## config.mk

```make
export PLATFORM = sky130hd
export DESIGN_NAME = mcse_bus_arbiter
export DESIGN_NICKNAME = d
export VERILOG_FILES = /design/src/rtl/mcse_bus_pkg.sv /design/src/rtl/mcse_rr_arbiter.sv /design/src/rtl/mcse_bus_arbiter.sv
export SDC_FILE = /design/constraint.sdc
export NUM_CORES = 2
export LEC_CHECK = 0
export CAP_MARGIN = 10
export CORE_AREA = 2 2 367 369
export CTS_BUF_LIST = sky130_fd_sc_hd__clkbuf_2
export CTS_CLUSTER_SIZE = 8
export DETAILED_ROUTE_END_ITERATION = 16
export DIE_AREA = 0 0 369 371
export DONT_BUFFER_PORTS = 1
export SLEW_MARGIN = 20
export SYNTH_ARGS = -nofsm -noshare
export SYNTH_HDL_FRONTEND = slang
export SYNTH_SLANG_ARGS = --single-unit
```

## constraint.sdc

```tcl
create_clock -name clk -period 3.1 [get_ports clk]
set_clock_uncertainty 0.1 [all_clocks]
set_input_delay 0.31 -clock clk [delete_from_list [all_inputs] [get_ports clk]]
set_output_delay 0.31 -clock clk [all_outputs]
set_load 0.05 [all_outputs]
```

## src/rtl/mcse_bus_pkg.sv

```systemverilog
// Shared AHB encodings, FSM state type and beat/byte derivations for the bus front-end.
// Latency: none; constants and pure functions only.
// Backpressure: not applicable.
package mcse_bus_pkg;

    localparam logic [1:0] HTRANS_IDLE   = 2'b00;
    localparam logic [1:0] HTRANS_NONSEQ = 2'b10;
    localparam logic [1:0] HTRANS_SEQ    = 2'b11;

    localparam logic [1:0] HRESP_OKAY    = 2'b00;
    localparam logic [1:0] HRESP_ERROR   = 2'b01;

    localparam logic [2:0] HBURST_INCR   = 3'b001;
    localparam logic [3:0] HPROT_DEFAULT = 4'b0011;

    typedef enum logic [2:0] {
        ST_IDLE,
        ST_ADDR,
        ST_BURST,
        ST_LAST,
        ST_ERR,
        ST_DONE
    } state_t;

    function automatic int calc_beats(input int payload_bits, input int data_bits);
        return payload_bits / data_bits;
    endfunction

    function automatic int calc_bytes(input int data_bits);
        return data_bits / 8;
    endfunction

endpackage

```

## src/rtl/mcse_rr_arbiter.sv

```systemverilog
// Round-robin grant across N_REQ request levels; pointer moves past the last served channel.
// Latency: grant is combinational from req/pointer; pointer updates one cycle after upd.
// Backpressure: none; caller samples the grant only when it can accept a new request.
module mcse_rr_arbiter #(
    parameter int N_REQ = 2,
    parameter int IDX_W = (N_REQ > 1) ? $clog2(N_REQ) : 1
) (
    input  logic             clk,
    input  logic             rst_n,
    input  logic [N_REQ-1:0] req,
    input  logic             upd,
    input  logic [IDX_W-1:0] upd_idx,
    output logic             gnt_vld,
    output logic [IDX_W-1:0] gnt_idx
);

    logic [IDX_W-1:0] ptr;

    always_ff @(posedge clk) begin
        if (!rst_n) begin
            ptr <= '0;
        end else if (upd) begin
            ptr <= (int'(upd_idx) == N_REQ - 1) ? '0 : upd_idx + 1'b1;
        end
    end

    // Scan from the far end so the channel closest to the pointer wins.
    always_comb begin
        int j;
        j       = 0;
        gnt_vld = 1'b0;
        gnt_idx = '0;
        for (int i = N_REQ - 1; i >= 0; i--) begin
            j = int'(ptr) + i;
            if (j >= N_REQ) begin
                j = j - N_REQ;
            end
            if (req[j]) begin
                gnt_vld = 1'b1;
                gnt_idx = IDX_W'(j);
            end
        end
    end

endmodule

```

## src/rtl/mcse_bus_arbiter.sv

```systemverilog
// Arbitrates payload-level clients onto one AHB requester port as aligned INCR bursts.
// Latency: req_go to req_done is BEATS+2 cycles with zero wait states; +1 per wait state.
// Backpressure: I_hready low stalls address and data phases; ERROR abandons the burst.
module mcse_bus_arbiter
    import mcse_bus_pkg::*;
#(
    parameter int N_REQ              = 2,
    parameter int pAHB_ADDR_WIDTH    = 32,
    parameter int pAHB_DATA_WIDTH    = 32,
    parameter int pPAYLOAD_SIZE_BITS = 256,
    parameter int pAHB_HRESP_WIDTH   = 2,
    parameter int pAHB_BURST_WIDTH   = 3,
    parameter int pAHB_PROT_WIDTH    = 4,
    parameter int pAHB_SIZE_WIDTH    = 3,
    parameter int pAHB_TRANS_WIDTH   = 2
) (
    input  logic                                  clk,
    input  logic                                  rst_n,
    input  logic [N_REQ-1:0]                      req_go,
    input  logic [N_REQ*pAHB_ADDR_WIDTH-1:0]      req_addr,
    input  logic [N_REQ*pPAYLOAD_SIZE_BITS-1:0]   req_wdata,
    input  logic [N_REQ-1:0]                      req_rw,
    output logic [N_REQ-1:0]                      req_done,
    output logic [N_REQ-1:0]                      req_err,
    output logic [pPAYLOAD_SIZE_BITS-1:0]         req_rdata,
    input  logic [pAHB_DATA_WIDTH-1:0]            I_hrdata,
    input  logic                                  I_hready,
    input  logic [pAHB_HRESP_WIDTH-1:0]           I_hresp,
    output logic [pAHB_ADDR_WIDTH-1:0]            O_haddr,
    output logic [pAHB_BURST_WIDTH-1:0]           O_hburst,
    output logic                                  O_hmastlock,
    output logic [pAHB_PROT_WIDTH-1:0]            O_hprot,
    output logic                                  O_hnonsec,
    output logic [pAHB_SIZE_WIDTH-1:0]            O_hsize,
    output logic [pAHB_TRANS_WIDTH-1:0]           O_htrans,
    output logic [pAHB_DATA_WIDTH-1:0]            O_hwdata,
    output logic                                  O_hwrite
);

    localparam int AW     = pAHB_ADDR_WIDTH;
    localparam int DW     = pAHB_DATA_WIDTH;
    localparam int PW     = pPAYLOAD_SIZE_BITS;
    localparam int BEATS  = calc_beats(PW, DW);
    localparam int BYTES  = calc_bytes(DW);
    localparam int ALIGN  = $clog2(PW / 8);
    localparam int BEAT_W = $clog2(BEATS + 1);
    localparam int IDX_W  = (N_REQ > 1) ? $clog2(N_REQ) : 1;

    state_t            state, state_nxt;
    logic [BEAT_W-1:0] beat, beat_nxt;
    logic              adv, cap;
    logic              gnt_vld;
    logic [IDX_W-1:0]  gnt_idx, gnt_q;
    logic [AW-1:0]     sel_addr;
    logic [PW-1:0]     sel_wdata;
    logic              sel_rw;
    logic [PW-1:0]     wsh;

    mcse_rr_arbiter #(
        .N_REQ (N_REQ),
        .IDX_W (IDX_W)
    ) u_rr (
        .clk     (clk),
        .rst_n   (rst_n),
        .req     (req_go),
        .upd     (state == ST_DONE),
        .upd_idx (gnt_q),
        .gnt_vld (gnt_vld),
        .gnt_idx (gnt_idx)
    );

    always_comb begin
        sel_addr  = '0;
        sel_wdata = '0;
        sel_rw    = 1'b0;
        for (int i = 0; i < N_REQ; i++) begin
            if (gnt_idx == IDX_W'(i)) begin
                sel_addr  = req_addr[i*AW +: AW];
                sel_wdata = req_wdata[i*PW +: PW];
                sel_rw    = req_rw[i];
            end
        end
    end

    // beat counts address phases issued; the data phase in flight is always beat-1.
    always_comb begin
        state_nxt = state;
        beat_nxt  = beat;
        adv       = 1'b0;
        cap       = 1'b0;
        case (state)
            ST_IDLE: begin
                if (gnt_vld) begin
                    state_nxt = ST_ADDR;
                    beat_nxt  = '0;
                end
            end
            ST_ADDR: begin
                if (I_hready) begin
                    adv       = 1'b1;
                    beat_nxt  = BEAT_W'(1);
                    state_nxt = (BEATS == 1) ? ST_LAST : ST_BURST;
                end
            end
            ST_BURST, ST_LAST: begin
                if (I_hresp == pAHB_HRESP_WIDTH'(HRESP_ERROR) && !I_hready) begin
                    state_nxt = ST_ERR;
                end else if (I_hready) begin
                    cap = 1'b1;
                    if (state == ST_BURST) begin
                        adv       = 1'b1;
                        beat_nxt  = beat + 1'b1;
                        state_nxt = (beat_nxt == BEAT_W'(BEATS)) ? ST_LAST : ST_BURST;
                    end else begin
                        state_nxt = ST_DONE;
                    end
                end
            end
            ST_ERR: begin
                if (I_hready) begin
                    state_nxt = ST_DONE;
                end
            end
            ST_DONE: state_nxt = ST_IDLE;
            default: state_nxt = ST_IDLE;
        endcase
    end

    always_ff @(posedge clk) begin
        if (!rst_n) begin
            state <= ST_IDLE;
            beat  <= '0;
        end else begin
            state <= state_nxt;
            beat  <= beat_nxt;
        end
    end

    always_ff @(posedge clk) begin
        if (!rst_n) begin
            gnt_q     <= '0;
            wsh       <= '0;
            O_haddr   <= '0;
            O_htrans  <= pAHB_TRANS_WIDTH'(HTRANS_IDLE);
            O_hwdata  <= '0;
            O_hwrite  <= 1'b0;
            req_done  <= '0;
            req_err   <= '0;
            req_rdata <= '0;
        end else begin
            if (state == ST_IDLE && gnt_vld) begin
                gnt_q    <= gnt_idx;
                O_haddr  <= (sel_addr >> ALIGN) << ALIGN;
                O_hwrite <= sel_rw;
                wsh      <= sel_wdata;
            end else if (adv && state_nxt == ST_BURST) begin
                O_haddr <= O_haddr + AW'(BYTES);
            end

            // Write payload drains LSB-first; read beats enter at the top and shift down.
            if (adv) begin
                O_hwdata <= wsh[DW-1:0];
                wsh      <= wsh >> DW;
            end
            if (cap && !O_hwrite) begin
                req_rdata <= (req_rdata >> DW) | (PW'(I_hrdata) << (PW - DW));
            end

            case (state_nxt)
                ST_ADDR:  O_htrans <= pAHB_TRANS_WIDTH'(HTRANS_NONSEQ);
                ST_BURST: O_htrans <= pAHB_TRANS_WIDTH'(HTRANS_SEQ);
                default:  O_htrans <= pAHB_TRANS_WIDTH'(HTRANS_IDLE);
            endcase

            req_done <= '0;
            req_err  <= '0;
            if (state_nxt == ST_DONE) begin
                req_done <= N_REQ'(1) << gnt_q;
                req_err  <= (state == ST_ERR) ? (N_REQ'(1) << gnt_q) : '0;
            end
        end
    end

    assign O_hburst    = pAHB_BURST_WIDTH'(HBURST_INCR);
    assign O_hsize     = pAHB_SIZE_WIDTH'($clog2(BYTES));
    assign O_hprot     = pAHB_PROT_WIDTH'(HPROT_DEFAULT);
    assign O_hnonsec   = 1'b0;
    assign O_hmastlock = 1'b0;

endmodule

```

==> results of run 1 <==
-- kinds of logic after synthesis --
family                   after synthesis  share of synthesized area [%]
AND/OR/NAND/NOR                     1035                           16.5
AO/OA/AOI/OAI                        879                           20.1
flip-flops                           590                           47.4
buffers and inverters                286                           4.69
multiplexers                         235                           10.6
XOR/XNOR                              17                          0.597
adder cells (fa/ha/maj)                2                          0.100
other                                  2                         0.0301
-- per-stage QoR --
| stage | cell area (µm²) | setup WS, ps | util (%) | cells | hold slack [ps] |
|---|---|---|---|---|---|
| after detailed placement | 27000 | 480 | 20.3 | 4630 | 341 |
| after global placement | 27000 | 550 | 20.3 | 4630 | 337 |
| after floorplan | 25000 | 694 | - | 3058 | 332 |
-- synthesized netlist by cell type (14+ instances only) --
cell type / number / area [µm²]
a21oi_1: 316 / 1580
a311oi_1: 41 / 359
buf_1: 47 / 176
buf_2: 17 / 85.1
buf_4: 14 / 105
clkbuf_1: 197 / 739
dfxtp_1: 590 / 11800
mux2_2: 229 / 2580
nand2_1: 680 / 2550
nor2_1: 276 / 1040
o21ai_0: 239 / 1200
o22ai_1: 226 / 1410
==> run_results.csv, run 1 <==
group,metric,value,unit
synthesis,synth-main-ff-cell,"dfxtp_1",
synthesis,ys_types,62,
die,die_h,371,µm
cts,cts_buffer_depth,3,
run_status,error,"[ERROR RSZ-0060] Max buffer count reached.",
cts,root_buffer,"clkbuf_2",
run_status,outcome,"stopped before the end",
placement,port_buffers,0,
die,fp.dieW,369,µm
synthesis,postSynthCellCount,3046,
cts,cts_hold_buf,979,
cts,cts_buffers,160,
synthesis,yosys_warnings,0,
run_status,failing_step,"4_1_cts",
synthesis,synth.avg_cell_area,8.18,µm²
placement,dp_hpwl,81.6,mm
placement,gp_congestion,0.937,
die,ioPinCount,956,
cts,htreeDepth,4,
die,start_util,18.8,%
cts,cts_resized,11,
synthesis,async_reset_ff_share,0,%
synthesis,syn_area,0.0249,mm²
die,rows,134,
cts,cts_sinks,590,
cts,cts_setup_buffers,0,
synthesis,synth_edf_count,0,
synthesis,ys_seq_elements,590,
synthesis,ys_seq_area_share,47.4,%
==> run 2: changes to the inputs <==
--- a/config.mk
+++ b/config.mk
@@ -6,12 +6,11 @@
 export NUM_CORES = 2
 export LEC_CHECK = 0
 export CAP_MARGIN = 10
-export CORE_AREA = 2 2 367 369
-export CTS_BUF_LIST = sky130_fd_sc_hd__clkbuf_2
-export CTS_CLUSTER_SIZE = 8
+export CORE_AREA = 2 2 370 372
 export DETAILED_ROUTE_END_ITERATION = 16
-export DIE_AREA = 0 0 369 371
+export DIE_AREA = 0 0 372 374
 export DONT_BUFFER_PORTS = 1
+export PLACE_DENSITY_LB_ADDON = 0.15
 export SLEW_MARGIN = 20
 export SYNTH_ARGS = -nofsm -noshare
 export SYNTH_HDL_FRONTEND = slang
==> run 2 against run 1 <==
Against the previous run: synthesized cell count unchanged; synthesized area unchanged; the run now ends clean.
==> run_results.csv, run 2 <==
group,metric,value,unit
cts,cts.clk_slew.worst_paths,60,ps
synthesis,synth_edf_count,0,
cts,htreeDepth,3,
route,drc,0,
sta,hold_ws,40.1,ps
final_layout,final_nets,4171,
sta,period_share,94.6,%
synthesis,synth.avg_cell_area,8.18,µm²
synthesis,synthTopCellsByCount,"nand2_1, dfxtp_1, a21oi_1",
flow_run,drv_cap,0,
pwr,ir_worst_vdd,0.324,mV
final_layout,final_cells,5398,
critical_path,critPathCaptureType,"flop",
final_layout,syn2layout_area_growth,43.2,%
final_layout,drive_gt1_share,12.4,%
die,rows,135,
sta,tightest_slew,1020,ps
placement,gp_congestion,0.822,
synthesis,syn_area,0.0249,mm²
cts,cts_tree,"built",
pwr,pwr-share-comb,16.9,%
sta,setup_viol,0,
placement,dp_hpwl,82.5,mm
route,route.met3.wl,6.85,mm
die,ioPinCount,956,
synthesis,postSynthCellCount,3046,
run_status,outcome,"completed",
critical_path,cp_data_arrival_time,3380,ps
pwr,power_density,607,mW/mm²
final_layout,top_regs,"req_rdata: 256 flops, wsh: 256 flops, O_hwdata: 32 flops",
critical_path,crit_fanout,43,
global_routing,antenna_found_initial,12,
synthesis,synth.largest_area_cell,"dfxtp_1",
sta,rsz0062_at_grt,"false",
route,ant_nets,0,
pwr,power,21.7,mW
sta,hold_viol_final,0,
cts,cts_buffer_depth,3,
route,wl_met2,53.7,mm
sta,max_freq,0.341,GHz
synthesis,ys_types,62,
route,vias,23900,
synthesis,yosys_warnings,0,
global_routing,grt.total_usage,16.0,%
synthesis,ys_seq_area_share,47.4,%
critical_path,required,3550,ps
global_routing,grt_overflow,0,
sta,drv_slew,0,
global_routing,grt_max_degree,215,
cts,cts_sinks,590,
die,start_util,18.5,%
pwr,intPower,15.3,mW
final_layout,layout_common_cells,"nand2_1, dlygate4sd3_1, dfxtp_1, a21oi_1, nor2_1",
hold_path,min_path_type,"input pin to flop",
placement,placedCellCount,4645,
route,routed_wl,116,mm
route,top_layer,"met5",
cts,root_buffer,"clkbuf_16",
placement,port_buffers,0,
pwr,switching_share,29.4,%
global_routing,grt_pass1_wl,167,mm
synthesis,synth-main-ff-cell,"dfxtp_1",
sta,slew_headroom,32.2,%
sta,fin_ws,167,ps
route,drt-initial-drc-count,1419,
sta,tns,0,ps
synthesis,yosys.area.top_type_share,47.4,%
cts,clk_latency,670,ps
die,die_h,374,µm
sta,fin_crit,2930,ps
route,wl_per_cell,21.4,µm
pwr,p_switching,6.38,mW
synthesis,async_reset_ff_share,0,%
synthesis,synthTopCellsByArea,"dfxtp_1, mux2_2, nand2_1",
route,routedLengthMet1,52.0,mm
placement,dp_slack,561,ps
final_layout,final_common_cell,"nand2_1",
cts,cts_buffers,76,
pwr,p_seq_share,40.8,%
route,viasPerCell,4.42,
route,first_pass_iters,4,
global_routing,grt_pass1_vias,24300,
die,core,0.135,mm²
critical_path,path_class,"flop to flop",
synthesis,yosysMostFrequentCell,"nand2_1",
critical_path,startpoint_type,"flop",
pwr,p_leak,12.4,nW
die,fp.dieW,372,µm
pwr,clkPwrFrac,42.3,%
die,die-area,0.139,mm²
synthesis,ys_seq_elements,590,
## run 2: cell counts after synthesis
No cell type changed its count.
## run 2: kinds of logic after synthesis
kind of cell    count (synthesis)  synth area share (%)
simple gates                 1035                  16.5
compound gates                879                  20.1
flops                         590                  47.4
buf+inv                       286                  4.69
mux                           235                  10.6
xor+xnor                       17                 0.597
fa+ha+maj                       2                 0.100
other cells                     2                0.0301
## run 2: timing repair
action                                 4_1_cts  5_1_grt
hold buffers                               610        0
buffers inserted                             0        0
setup endpoints to repair                    0        7
gates resized for setup                      0        5
endpoints found under the hold margin      353        0
## run 2: path summary, 6_finish.rpt
| kind | from | to | slack, ps | cells after the start |
|---|---|---|---|---|
| setup / recovery | state[1]$_SDFF_PN0_ | O_haddr[21]$_SDFFE_PN0P_ | 170 | 7 |
| hold / removal | req_addr[29] | O_haddr[29]$_SDFFE_PN0P_ | 40 | 3 |
| setup reg to reg | state[1]$_SDFF_PN0_ | O_haddr[21]$_SDFFE_PN0P_ | 170 | 7 |
| hold reg to reg | wsh[1]$_SDFFE_PN0P_ | O_hwdata[1]$_SDFFE_PN0P_ | 340 | 2 |
## run 2: power by group through the flow
stage	sequential (mW)	combinational (mW)	clock [mW]
6_report	8.85	3.66	9.18
5_1_grt	8.93	4.03	9.81
4_1_cts	8.85	3.70	9.52
3_5_place_dp	9.02	2.82	0
3_3_place_gp	9.03	2.81	0
2_1_floorplan	8.88	1.91	0
## run 2: worst max-delay path, cell delays in order, from the launching register on
cell and delay, ps:
dfxtp_1 400, nor3_1 540, o21ai_4 170, buf_12 220
o21ai_0 200, dlygate4sd3_1 580, a21oi_1 40, dlygate4sd3_1 560
## run 2: layout make-up
type                       count  area, µm²
clock buffer                 111       2190
inverter                       8       37.5
clock inverter                24        375
tap                         1781       2230
timing repair buffer         694       6980
sequential                   590      11800
multi-input combinational   2182      12100
fill                       14800      99300
antenna                        8       20.0
## run 2: metrics by stage
stage	instance area, µm²	util (%)
2_1_floorplan	25000	-
3_3_place_gp	27000	20.0
3_5_place_dp	27000	20.0
4_1_cts	35700	26.4
5_1_grt	35700	26.4
6_report	35700	26.5
## run 2: layer usage
layer | up-vias | track usage [%]
met5 | - | 0
met4 | 2 | 4.91
met3 | 132 | 3.73
met2 | 717 | 26.0
met1 | 11400 | 20.7
li1 | 11600 | -
(Power assumes the default switching activity.)
